<file path="src/rtl/led_frame_sequencer.sv">
`default_nettype none
// ============================================================================
// Module   : led_frame_sequencer
// Brief    : Streams one set of per-LED colours to an LED driver each frame,
//            with pattern generation, frame pacing and a per-LED watchdog.
// Revision : 1.0 - initial release
// ============================================================================
module led_frame_sequencer #(
    parameter int LEDS_PER_SET  = 5,
    parameter int FRAME_TICKS   = 2500000,
    parameter int TIMEOUT_TICKS = 20000
) (
    input  logic        clk,
    input  logic        reset_n,
    input  logic        enable,
    input  logic [1:0]  mode,
    input  logic [7:0]  base_red,
    input  logic [7:0]  base_green,
    input  logic [7:0]  base_blue,
    input  logic [6:0]  start_index,
    input  logic        drv_finish_led,
    input  logic        drv_finish_set,
    output logic        drv_data_ready,
    output logic [7:0]  drv_red,
    output logic [7:0]  drv_green,
    output logic [7:0]  drv_blue,
    output logic [6:0]  drv_start_index,
    output logic        drv_reset,
    output logic        busy,
    output logic [15:0] frame_count,
    output logic        timeout_err
);

    localparam int c_TMAX = (FRAME_TICKS > TIMEOUT_TICKS) ? FRAME_TICKS : TIMEOUT_TICKS;
    localparam int c_TW   = ($clog2(c_TMAX) < 1) ? 1 : $clog2(c_TMAX);

    localparam logic [c_TW-1:0] c_FRAME_LAST   = c_TW'(FRAME_TICKS - 1);
    localparam logic [c_TW-1:0] c_TIMEOUT_LAST = c_TW'(TIMEOUT_TICKS - 1);
    localparam logic [3:0]      c_LAST_IDX     = 4'(LEDS_PER_SET - 1);
    localparam logic [15:0]     c_NLEDS        = 16'(LEDS_PER_SET);

    localparam logic [1:0] c_IDLE       = 2'd0;
    localparam logic [1:0] c_INIT       = 2'd1;
    localparam logic [1:0] c_SEND       = 2'd2;
    localparam logic [1:0] c_WAIT_FRAME = 2'd3;

    logic [1:0]      r_state;
    logic [1:0]      w_next_state;
    logic [1:0]      r_mode;
    logic [23:0]     r_base;
    logic [3:0]      r_led_idx;
    logic [c_TW-1:0] r_timer;
    logic            r_finish_led_q;
    logic            r_finish_set_q;
    logic            w_led_rise;
    logic            w_set_rise;
    logic            w_timeout;

    // Frame number f selects the pattern phase: blink on f parity, chase on f mod set size.
    function automatic logic [23:0] f_colour(input logic [1:0]  m,
                                             input logic [23:0] base,
                                             input logic [3:0]  k,
                                             input logic [15:0] f);
        logic [15:0] pos;
        pos = f % c_NLEDS;
        case (m)
            2'd0:    f_colour = base;
            2'd1:    f_colour = f[0] ? 24'd0 : base;
            2'd2:    f_colour = ({12'd0, k} == pos) ? base : 24'd0;
            default: f_colour = 24'd0;
        endcase
    endfunction

    assign w_led_rise = drv_finish_led & ~r_finish_led_q;
    assign w_set_rise = drv_finish_set & ~r_finish_set_q;
    assign w_timeout  = (r_state == c_SEND) && !w_set_rise && !w_led_rise &&
                        (r_timer == c_TIMEOUT_LAST);

    always_comb begin
        w_next_state = r_state;
        case (r_state)
            c_IDLE:       if (enable) w_next_state = c_INIT;
            c_INIT:       w_next_state = c_SEND;
            c_SEND: begin
                if (w_set_rise)     w_next_state = c_WAIT_FRAME;
                else if (w_timeout) w_next_state = c_INIT;
            end
            c_WAIT_FRAME: if (r_timer == c_FRAME_LAST) w_next_state = enable ? c_INIT : c_IDLE;
            default:      w_next_state = c_IDLE;
        endcase
    end

    always_ff @(posedge clk or negedge reset_n) begin
        if (!reset_n) begin
            r_state         <= c_IDLE;
            r_mode          <= 2'd0;
            r_base          <= 24'd0;
            r_led_idx       <= 4'd0;
            r_timer         <= '0;
            r_finish_led_q  <= 1'b0;
            r_finish_set_q  <= 1'b0;
            drv_data_ready  <= 1'b0;
            drv_red         <= 8'd0;
            drv_green       <= 8'd0;
            drv_blue        <= 8'd0;
            drv_start_index <= 7'd0;
            drv_reset       <= 1'b1;
            busy            <= 1'b0;
            frame_count     <= 16'd0;
            timeout_err     <= 1'b0;
        end else begin
            r_state        <= w_next_state;
            r_finish_led_q <= drv_finish_led;
            r_finish_set_q <= drv_finish_set;
            busy           <= (w_next_state != c_IDLE);
            // INIT always lasts one cycle, so this yields a single-cycle driver reset.
            drv_reset      <= (w_next_state == c_INIT);
            case (r_state)
                c_INIT: begin
                    r_mode          <= mode;
                    r_base          <= {base_red, base_green, base_blue};
                    drv_start_index <= start_index;
                    r_led_idx       <= 4'd0;
                    r_timer         <= '0;
                    drv_data_ready  <= 1'b1;
                    {drv_red, drv_green, drv_blue} <=
                        f_colour(mode, {base_red, base_green, base_blue}, 4'd0, frame_count);
                end
                c_SEND: begin
                    if (w_set_rise) begin
                        drv_data_ready <= 1'b0;
                        frame_count    <= frame_count + 16'd1;
                        r_timer        <= '0;
                    end else if (w_led_rise) begin
                        r_timer <= '0;
                        if (r_led_idx < c_LAST_IDX) begin
                            r_led_idx <= r_led_idx + 4'd1;
                            {drv_red, drv_green, drv_blue} <=
                                f_colour(r_mode, r_base, r_led_idx + 4'd1, frame_count);
                        end
                    end else if (w_timeout) begin
                        timeout_err    <= 1'b1;
                        drv_data_ready <= 1'b0;
                        r_timer        <= '0;
                    end else begin
                        r_timer <= r_timer + 1'b1;
                    end
                end
                c_WAIT_FRAME: begin
                    if (r_timer == c_FRAME_LAST) r_timer <= '0;
                    else                         r_timer <= r_timer + 1'b1;
                end
                default: ;
            endcase
        end
    end

endmodule
`default_nettype wire

</file>
<file path="config.mk">
export PLATFORM = sky130hd
export DESIGN_NAME = led_frame_sequencer
export DESIGN_NICKNAME = d
export VERILOG_FILES = /design/src/rtl/led_frame_sequencer.sv
export SDC_FILE = /design/constraint.sdc
export NUM_CORES = 1
export LEC_CHECK = 0
export BUFFER_PORTS_ARGS = -buffer_cell sky130_fd_sc_hd__buf_2
export CAP_MARGIN = 30
export CORE_MARGIN = 2
export CORE_UTILIZATION = 50
export DETAILED_ROUTE_END_ITERATION = 12
export GPL_ROUTABILITY_DRIVEN = 0
export PLACE_DENSITY = 0.74
export SLEW_MARGIN = 0
export SYNTH_ARGS = -nofsm -noshare
export SYNTH_HDL_FRONTEND = slang
export SYNTH_SLANG_ARGS = --single-unit
</file>
<file path="constraint.sdc">
create_clock -name clk -period 7.05 [get_ports clk]
set_clock_uncertainty 0.2 [all_clocks]
set_input_delay 0 -clock clk [delete_from_list [all_inputs] [get_ports clk]]
set_output_delay 0 -clock clk [all_outputs]
set_load 0.05 [all_outputs]
</file>
==> impl_results.md, run 1 <==
* R2r worst-path depth at 35
* Die Ht at 124 um
* Lkg Pwr at 4.40 nW
* Vias per cell at 6.23
* Critical path arrival at 7.43 ns
* Diodes inserted at 0
* RSZ-0062 raised after global routing: yes
* I/O pin cnt at 89
* Final WL at 23,200 um
* Starting Density at 51.5%
* Largest net degree at the start of global routing at 57
* Antenna violations before repair at 0
* Fin nets at 1,101
* Vias at 7,721
* Die width at 124 um
* Final Setup Violations at 24
* Initial DRT Pass Iterations at 6
* Cell Rows at 43
* Mapped Area at 0.00720 mm2
* CP Launch Type: register
* Yosys reg bits at 107
* Final instance area at 0.00995 mm2
* First-pass GRT wire length at 33,900 um
* PortBufs at 88
* Critical Path End Type: register
* H-tree levels at 3
* Fmax at 0.136 GHz
* Hold Violations, Final at 1
* Overflow after GRT at 0
* Max IR drop VDD at 0.000266 V
* Fin crit share at 104%
* Area delta synth->final at 38.2%
* CTS tree: yes
* ANT nets after route at 0
* Setup ws final at -0.294 ns
* Max incr delay on CP at 0.55 ns
* Maximum buffer depth of the clock tree at 2
* Reg2Reg Capture Point: drv_red[2]
* 1st-iter DRT viols at 746
* Clk Tree Root Cell: clkbuf_16
* Final Critical Period at 7.34 ns
* Sequential-to-total area share from yosys stat at 37.2%
* Yosys Warn Count at 0
* Num CTS Buffers at 9
* PwrDens at 347 mW/mm2
* FF-to-FF Start: frame_count[15]
* Core Region at 0.0140 mm2
* Synth unique cells at 97
* All-Layer GR Usage at 27.9%
* Critical Path RT at 7.13 ns
* Drt wl/cell at 18.8 um
* Failing checks: hold timing, setup timing
* Max transition margin at 43.3%
* Final Power at 3.46 mW
* FFs w/ async S/R, synth at 100%
* Hold Path Class: in2async
* Syn Nets at 894
* Post-Synthesis Cells at 847
* Hold slack at -0.00817 ns
* Syn avg cell area at 8.50 um2
* Die area at 0.0154 mm2
* Vias in the first global route at 7,009
* Setup CP Type: reg2reg
* Number of synthesized flops with an enable pin at 0
* Slew Limit Fails at 0
* Share of cells above drive strength 1 at 33.6%
* Clock slew at reported path FFs at 0.09 ns
* Slowest cell on crit path: a211oi_1
* CTS sink cnt at 107
* Worst-path fanout max at 12
* Status: finished with violations
* Synth Flop Type: dfrtp_1
* DR DRC count at 0
* Measured slew at the worst slew-check pin at 0.843 ns
* Post-Place Cell Area at 0.00838 mm2
* Most frequent CP cell: buf_4
* Hpwl dp at 13,000 um
* Clk_lat worst skew at 0.37 ns
* Max-cap viol count at 0
* R2r setup slk at -0.29 ns
critical path, delay by kind of cell (launching register included):
family          cells  cell delay [ns]
buf+inv             9             1.19
xor+xnor            1             0.15
compound gates     15             2.73
flops               1             0.46
fa+ha+maj           3             0.73
simple gates        7             1.77
flip-flops by register name (all words and copies together), names as in the netlist, 2 cells and up:
signal / count
drv_blue: 8
drv_green: 8
drv_red: 8
drv_start_index: 7
frame_count: 16
r_base: 24
r_led_idx: 4
r_mode: 2
r_state: 2
r_timer: 22
stage by stage:
stage	TNS, ns	setup slack (ns)	std cells	util, %
2_1_floorplan	0	0.0451	847	-
3_3_place_gp	0	0.0714	1139	59.7
3_5_place_dp	-0.756	-0.0748	1140	59.9
4_1_cts	0	0.00242	1220	67.7
5_1_grt	-15.56	-0.687	1239	71.1
6_report	-5.89	-0.294	1239	71.1
cells by family after synthesis:
logic type | count (synthesis) | synth area share (%)
and+or+nand+nor | 326 | 22.8
DFF | 107 | 37.2
muxes | 5 | 0.730
buffers and inverters | 103 | 5.98
adders and majority gates | 10 | 1.70
AOI/OAI and AO/OA | 269 | 28.3
xor gates and xnor gates | 27 | 3.29
worst max path at each step:
stage,startpoint,to,slack (ns),cells past startpoint
finish,frame_count[15],drv_red[2],-0.29,35
global route,frame_count[15],drv_red[2],-0.69,35
CTS,frame_count[12],drv_green[3],0.002,32
detailed placement,frame_count[12],drv_blue[7],-0.07,33
global placement,frame_count[11],drv_blue[7],0.07,32
floorplan,frame_count[15],drv_blue[0],0.05,32
cell type report:
| class | instances | area [um2] |
|---|---|---|
| inverter | 48 | 180 |
| multi-input combinational | 638 | 4680 |
| sequential | 107 | 2680 |
| fill | 975 | 4040 |
| clock inverter | 7 | 76.3 |
| clock buffer | 9 | 225 |
| tap | 180 | 225 |
| timing repair buffer | 250 | 1880 |
Yosys cell counts (4+ instances only):
cell type,instances,area [um2]
a2111oi_0,4,35.0
a211oi_1,15,113
a21oi_1,20,100
a22o_1,4,35.0
a31oi_1,8,50.1
and3_1,18,113
buf_2,14,70.1
clkbuf_1,33,124
clkinv_1,4,15.0
dfrtp_1,106,2650
ha_1,9,113
inv_1,43,161
nand2_1,125,469
nand2b_1,19,119
nand3_1,21,105
nand4_1,11,68.8
nor2_1,56,210
nor2b_1,10,62.6
nor3_1,16,80.1
nor4_1,7,43.8
nor4b_1,5,43.8
o2111ai_1,4,35.0
o211a_1,4,40.0
o211ai_1,10,75.1
o21ai_0,93,465
o21ai_1,8,40.0
o221ai_1,5,43.8
o221ai_2,20,300
o22ai_1,7,43.8
o311ai_0,4,35.0
o311ai_1,4,35.0
o31ai_1,7,52.6
or3_1,5,31.3
xnor2_1,23,201
xor2_1,4,35.0
what timing repair did:
action,in CTS,in global routing
gates cloned,3,0
hold buffers,37,0
hold endpoints to repair,122,0
pin swaps,30,59
gates resized for setup,31,63
buffers inserted,24,19
endpoints found under the setup margin,24,24
power by group:
part	switching, mW	total (mW)	internal, mW
registers	0.152	0.902	0.750
clock network	0.276	0.531	0.255
logic	1.16	2.02	0.861
total	1.59	3.46	1.87
cells in the final DEF (no fill, tap or decap), types with 6 or more instances in the layout:
master / count
nand3_1: 19
a21oi_1: 16
o31ai_1: 7
inv_1: 40
a31oi_1: 6
nor2b_1: 8
buf_2: 87
nand4_1: 11
nand2b_1: 18
o221ai_2: 20
a211oi_1: 10
and3_1: 14
dfrtp_1: 102
o21ai_0: 92
clkbuf_16: 9
nor4_1: 6
nand2_1: 123
nor3_1: 14
o211ai_1: 10
dlygate4sd3_1: 37
o22ai_1: 6
buf_4: 111
buf_6: 9
ha_1: 6
o21ai_1: 6
xnor2_1: 19
nor2_1: 50
routing by layer:
| layer | track usage, % | vias to the layer above | share of wire, % |
|---|---|---|---|
| met5 | 0 | - | 0 |
| met4 | 10.9 | 0 | 4.0 |
| met3 | 6.50 | 105 | 8.7 |
| met2 | 44.6 | 418 | 48 |
| met1 | 36.8 | 3669 | 40 |
| li1 | - | 3529 | - |
Power figures use the tool's default switching activity.
==> run 2: changes to the inputs <==
- PLACE_DENSITY: 0.74 -> 0.71
- clock period: 7.05 -> 8.5 ns (I/O delays scaled with it)
==> run 2 against run 1 <==
Net effect:
- the run now ends clean
- clock power decreased by 24%
- critical path depth down 5
- total power is 31% lower
- worst hold slack gained 0.016 ns
- cell area fell by 13%
==> impl_results.md, run 2 (synthesized netlist as in run 1, its figures left out) <==
* Status: completed (was finished with violations)
* Slowest cell on crit path: or4_4 (was a211oi_1)
* Die Ht at 124 um (unchanged)
* 1st-iter DRT viols at 717 (was 746)
* Most frequent cells in the layout: nand2_1 (125), dfrtp_1 (101), o21ai_0 (93) (was nand2_1 (123), buf_4 (111), dfrtp_1 (102))
* Hold Violations, Final at 0 (was 1)
* Post-route setup TNS at 0 ns (was -5.89 ns)
* Overflow after GRT at 0 (unchanged)
* Die area at 0.0154 mm2 (unchanged)
* Num CTS Buffers at 9 (unchanged)
* Clk_lat worst skew at 0.35 ns (was 0.37 ns)
* Vias per cell at 6.08 (was 6.23)
* Setup CP Type: reg2reg (unchanged)
* Fmax at 0.126 GHz (was 0.136 GHz)
* Lkg Pwr at 3.74 nW (was 4.40 nW)
* Final WL at 19,000 um (was 23,200 um)
* Critical path arrival at 8.00 ns (was 7.43 ns)
* Cell Rows at 43 (unchanged)
* Drt wl/cell at 16.8 um (was 18.8 um)
* Area delta synth->final at 19.9% (was 38.2%)
* Final Setup Violations at 0 (was 24)
* Clk Tree Root Cell: clkbuf_16 (unchanged)
* CTS sink cnt at 107 (unchanged)
* Measured slew at the worst slew-check pin at 0.876 ns (was 0.843 ns)
* Max FFs per register at 24 (unchanged)
* All-Layer GR Usage at 24.7% (was 27.9%)
* Reg area at 0.00269 mm2 (was 0.00268 mm2)
* Max incr delay on CP at 0.54 ns (was 0.55 ns)
* Critical path buffers and inverters at 4 (was 9)
* Area of the multi-input gates at 0.00431 mm2 (was 0.00468 mm2)
* Fin crit share at 93.4% (was 104%)
* Share of cells above drive strength 1 at 21.0% (was 33.6%)
* CTS tree: yes (unchanged)
* Hold Path Class: in2async (unchanged)
* Critical path's top delay family: compound AO/OA/AOI/OAI gates (unchanged)
* Antenna violations before repair at 0 (unchanged)
* Core Region at 0.0140 mm2 (unchanged)
* Worst-path fanout max at 24 (was 12)
* Starting Density at 51.5% (unchanged)
* Most common cell after layout, fill and taps aside: nand2_1 (unchanged)
* Slew Limit Fails at 0 (unchanged)
* Final Critical Period at 7.94 ns (was 7.34 ns)
* PortBufs at 88 (unchanged)
* Fin nets at 996 (was 1,101)
* Hold slack at 0.00805 ns (was -0.00817 ns)
* Fill cells at 1,219 (was 975)
* Max IR drop VDD at 0.000197 V (was 0.000266 V)
* Largest net degree at the start of global routing at 59 (was 57)
* Max-cap viol count at 0 (unchanged)
* Critical Path End Type: register (unchanged)
* Critical Path RT at 8.55 ns (was 7.13 ns)
* First-pass GRT wire length at 30,500 um (was 33,900 um)
* H-tree levels at 3 (unchanged)
* Clock slew at reported path FFs at 0.08 ns (was 0.09 ns)
* Hpwl dp at 12,100 um (was 13,000 um)
* Initial DRT Pass Iterations at 5 (was 6)
* CP Launch Type: register (unchanged)
* Maximum buffer depth of the clock tree at 2 (unchanged)
* PwrDens at 278 mW/mm2 (was 347 mW/mm2)
* Top reg by flops: r_base (unchanged)
* I/O pin cnt at 89 (unchanged)
* Biggest regs: r_base (24), r_timer (22), frame_count (16) (unchanged)
* Max transition margin at 41.4% (was 43.3%)
* Diodes inserted at 0 (unchanged)
* Die width at 124 um (unchanged)
* Vias in the first global route at 6,292 (was 7,009)
* Vias at 6,896 (was 7,721)
* DR DRC count at 0 (unchanged)
* ANT nets after route at 0 (unchanged)
* Most frequent CP cell: inv_1 (was buf_4)
* RSZ-0062 raised after global routing: no (was yes)
* Final core utilization at 61.7% (was 71.1%)
-- run 2: per-layer routing --
metal | up-vias | global-route usage, % | share of wire [%]
met1 | 3274 | 34.4 | 45
met4 | 0 | 8.71 | 2.0
met2 | 255 | 38.5 | 46
li1 | 3330 | - | -
met3 | 37 | 4.85 | 6.3
met5 | - | 0 | 0
-- run 2: layout make-up --
cell class	count	area share [%]
Multi-Input combinational cell	640	49.9
Sequential cell	107	31.1
Timing Repair Buffer	143	11.1
Clock buffer	10	2.65
Tap cell	180	2.61
Inverter	48	2.09
Clock inverter	6	0.551
-- run 2: path summary, 6_finish.rpt --
kind / from / to / slack (ns) / cells after the start
hold reg to reg: timeout_err / timeout_err / 0.27 / 1
setup reg to reg: frame_count[11] / drv_green[7] / 0.56 / 30
max in group asynchronous: reset_n / timeout_err / 6.92 / 3
setup / recovery: frame_count[11] / drv_green[7] / 0.56 / 30
hold / removal: reset_n / drv_start_index[6] / 0.008 / 2
min in group clk: drv_finish_set / r_finish_set_q / 0.13 / 2
-- run 2: worst register-to-register path: cells and delay by family (launching register included) --
family / cells / cell delay, ns
AO/OA/AOI/OAI: 16 / 3.59
AND/OR/NAND/NOR: 6 / 1.87
adder cells (fa/ha/maj): 3 / 0.88
buffers and inverters: 4 / 0.65
flip-flops: 1 / 0.50
XOR/XNOR: 1 / 0.19
-- run 2: power by group --
group	internal (mW)	switching (mW)	total [mW]
logic	0.439	0.817	1.26
registers	0.622	0.117	0.739
clock network	0.203	0.203	0.406
-- run 2: what timing repair did --
action,4_1_cts,5_1_grt
hold buffers,37,0
setup buffers,0,2
setup endpoints to repair,0,24
gates resized for setup,0,36
endpoints found under the hold margin,115,0
-- run 2: metrics by stage --
stage / power [mW] / instances / worst slack [ns] / cell area, um2
after global routing: 2.56 / 1134 / 0.0448 / 8630
after CTS: 2.37 / 1129 / 0.122 / 8410
after floorplan: 1.69 / 847 / 0.999 / 7200
after detailed placement: 1.95 / 1076 / 0.171 / 7760
final: 2.40 / 1134 / 0.558 / 8630
after global placement: 1.93 / 1075 / 0.400 / 7740
==> run 3: changes to the inputs <==
- PLACE_DENSITY: 0.71 -> 0.7
==> run 3 against run 2 <==
Net effect:
- cell area up 0.22%
- critical path depth up 1
- fmax down 1.1%
- combinational power about the same
- non-clock buffer count up 3
- highest routed layer unchanged
- worst hold slack better by 0.13 ns
==> impl_results.md, run 3 (synthesized netlist as in run 1, its figures left out) <==
* Pre-CTS setup slack at 0.263 ns (was 0.171 ns)
* 1st-iter DRT viols at 952 (was 717)
* Final core utilization at 61.9% (was 61.7%)
* I/O pin cnt at 89 (unchanged)
* Maximum buffer depth of the clock tree at 2 (unchanged)
* Hold depth at 2
* Die area at 0.0154 mm2 (unchanged)
* R2r worst-path depth at 31 (was 30)
* Max FFs per register at 24 (unchanged)
* Area delta synth->final at 20.2% (was 19.9%)
* Measured slew at the worst slew-check pin at 0.858 ns (was 0.876 ns)
* Antenna violations before repair at 0 (unchanged)
* Setup ws final at 0.467 ns (was 0.558 ns)
* CTS tree: yes (unchanged)
* Cell Rows at 43 (unchanged)
* Top reg by flops: r_base (unchanged)
* Die Ht at 124 um (unchanged)
* Worst-path fanout max at 24 (unchanged)
* Critical Path RT at 8.57 ns (was 8.55 ns)
* Final WL at 18,800 um (was 19,000 um)
* DR DRC count at 0 (unchanged)
* Vias at 6,903 (was 6,896)
* Num CTS Buffers at 9 (unchanged)
* Most common cell after layout, fill and taps aside: nand2_1 (unchanged)
* Max-cap viol count at 0 (unchanged)
* Final Setup Violations at 0 (unchanged)
* Largest net degree at the start of global routing at 67 (was 59)
* Max incr delay on CP at 0.60 ns (was 0.54 ns)
* Biggest regs: r_base (24), r_timer (22), frame_count (16) (unchanged)
* Lkg Pwr at 3.76 nW (was 3.74 nW)
* Fin crit share at 94.5% (was 93.4%)
* Core Region at 0.0140 mm2 (unchanged)
* PwrDens at 277 mW/mm2 (was 278 mW/mm2)
* Fmax at 0.124 GHz (was 0.126 GHz)
* First-pass GRT wire length at 30,500 um (about the same)
* Critical Path End Type: register (unchanged)
* Initial DRT Pass Iterations at 9 (was 5)
* Most frequent cells in the layout: nand2_1 (125), dfrtp_1 (103), o21ai_0 (93) (was nand2_1 (125), dfrtp_1 (101), o21ai_0 (93))
* Clock slew at reported path FFs at 0.08 ns (about the same)
* Hpwl dp at 12,200 um (was 12,100 um)
* All-Layer GR Usage at 24.7% (about the same)
* ANT nets after route at 0 (unchanged)
* Diodes inserted at 0 (unchanged)
* Drt wl/cell at 16.6 um (was 16.8 um)
* Share of cells above drive strength 1 at 20.4% (was 21.0%)
* Clk Tree Root Cell: clkbuf_16 (unchanged)
* Final Critical Period at 8.03 ns (was 7.94 ns)
* Clk_lat worst skew at 0.36 ns (was 0.35 ns)
* Status: completed (unchanged)
* Max transition margin at 42.8% (was 41.4%)
* Vias in the first global route at 6,414 (was 6,292)
* CTS sink cnt at 107 (unchanged)
* Starting Density at 51.5% (unchanged)
* Overflow after GRT at 0 (unchanged)
* CP Launch Type: register (unchanged)
* Vias per cell at 6.08 (about the same)
* Die width at 124 um (unchanged)
* Slowest cell on crit path: or4_4 (unchanged)
* Hold Path Class: in2reg (was in2async)
* PortBufs at 88 (unchanged)
* Max IR drop VDD at 0.000180 V (was 0.000197 V)
* Setup CP Type: reg2reg (unchanged)
* Slew Limit Fails at 0 (unchanged)
* H-tree levels at 3 (unchanged)
* Hold Violations, Final at 0 (unchanged)
* Critical path arrival at 8.11 ns (was 8.00 ns)
* Fin nets at 998 (was 996)
[run 3: cell types whose count changed in the layout (fill, tap and decap cells not counted), sizes merged]
cell         change
clkinv           +1
clkbuf           +1
inv              -2
dlygate4sd3      +1
o221a            -1
buf              +2
[run 3: final timing paths]
path	end	startpoint	slack, ns
worst max-delay path	drv_green[6]	frame_count[11]	0.47
worst min-delay path	r_finish_led_q	drv_finish_led	0.14
worst max register to register	drv_green[6]	frame_count[11]	0.47
worst min register to register	drv_start_index[2]	drv_start_index[2]	0.28
max in group asynchronous	frame_count[15]	reset_n	6.73
min in group asynchronous	drv_start_index[3]	reset_n	0.47
[run 3: layout make-up]
class                   instances  area (um2)
flip-flops and latches        107        2680
multi-input cells             639        4270
repair buffers                146        1010
clock inverters                 5        50.0
clock buffers                  11         233
well taps                     180         225
fillers                      1205        5340
inverters                      48         180
[run 3: repair_timing]
item	CTS	global route
hold buffers	39	0
endpoints found under the hold margin	107	0
gates resized for setup	0	31
setup buffers	0	2
endpoints found under the setup margin	0	24
[run 3: power breakdown]
part | total [mW] | leakage (nW) | switching (mW) | internal, mW
Clock | 0.408 | 0.133 | 0.204 | 0.204
Sequential | 0.736 | 1.36 | 0.114 | 0.622
Combinational | 1.25 | 2.26 | 0.805 | 0.444
Total | 2.39 | 3.76 | 1.12 | 1.27
[run 3: per-layer routing]
| layer | share of wire, % | global-route usage (%) |
|---|---|---|
| met1 | 44 | 32.6 |
| met2 | 47 | 40.3 |
| met3 | 7.4 | 7.05 |
| met4 | 1.7 | 6.25 |
| met5 | 0 | 0 |
[run 3: metrics by stage]
step | instance area (um2) | hold slack, ns | instances | power (mW) | TNS (ns)
4_1_cts | 8460 | 0.122 | 1132 | 2.39 | 0
6_report | 8650 | 0.142 | 1136 | 2.39 | 0
5_1_grt | 8650 | 0.123 | 1136 | 2.58 | -0.0129
2_1_floorplan | 7200 | -0.496 | 847 | 1.69 | 0
3_3_place_gp | 7760 | -0.188 | 1076 | 1.95 | 0
3_5_place_dp | 7780 | -0.183 | 1077 | 1.96 | 0
[run 3: worst max-delay path: cells and delay by family (launching register included)]
| kind | cells | cell delay, ns |
|---|---|---|
| AO/OA/AOI/OAI | 17 | 3.65 |
| AND/OR/NAND/NOR | 5 | 1.67 |
| adder cells (fa/ha/maj) | 3 | 0.85 |
| buffers and inverters | 5 | 0.81 |
| flip-flops | 1 | 0.50 |
| XOR/XNOR | 1 | 0.26 |
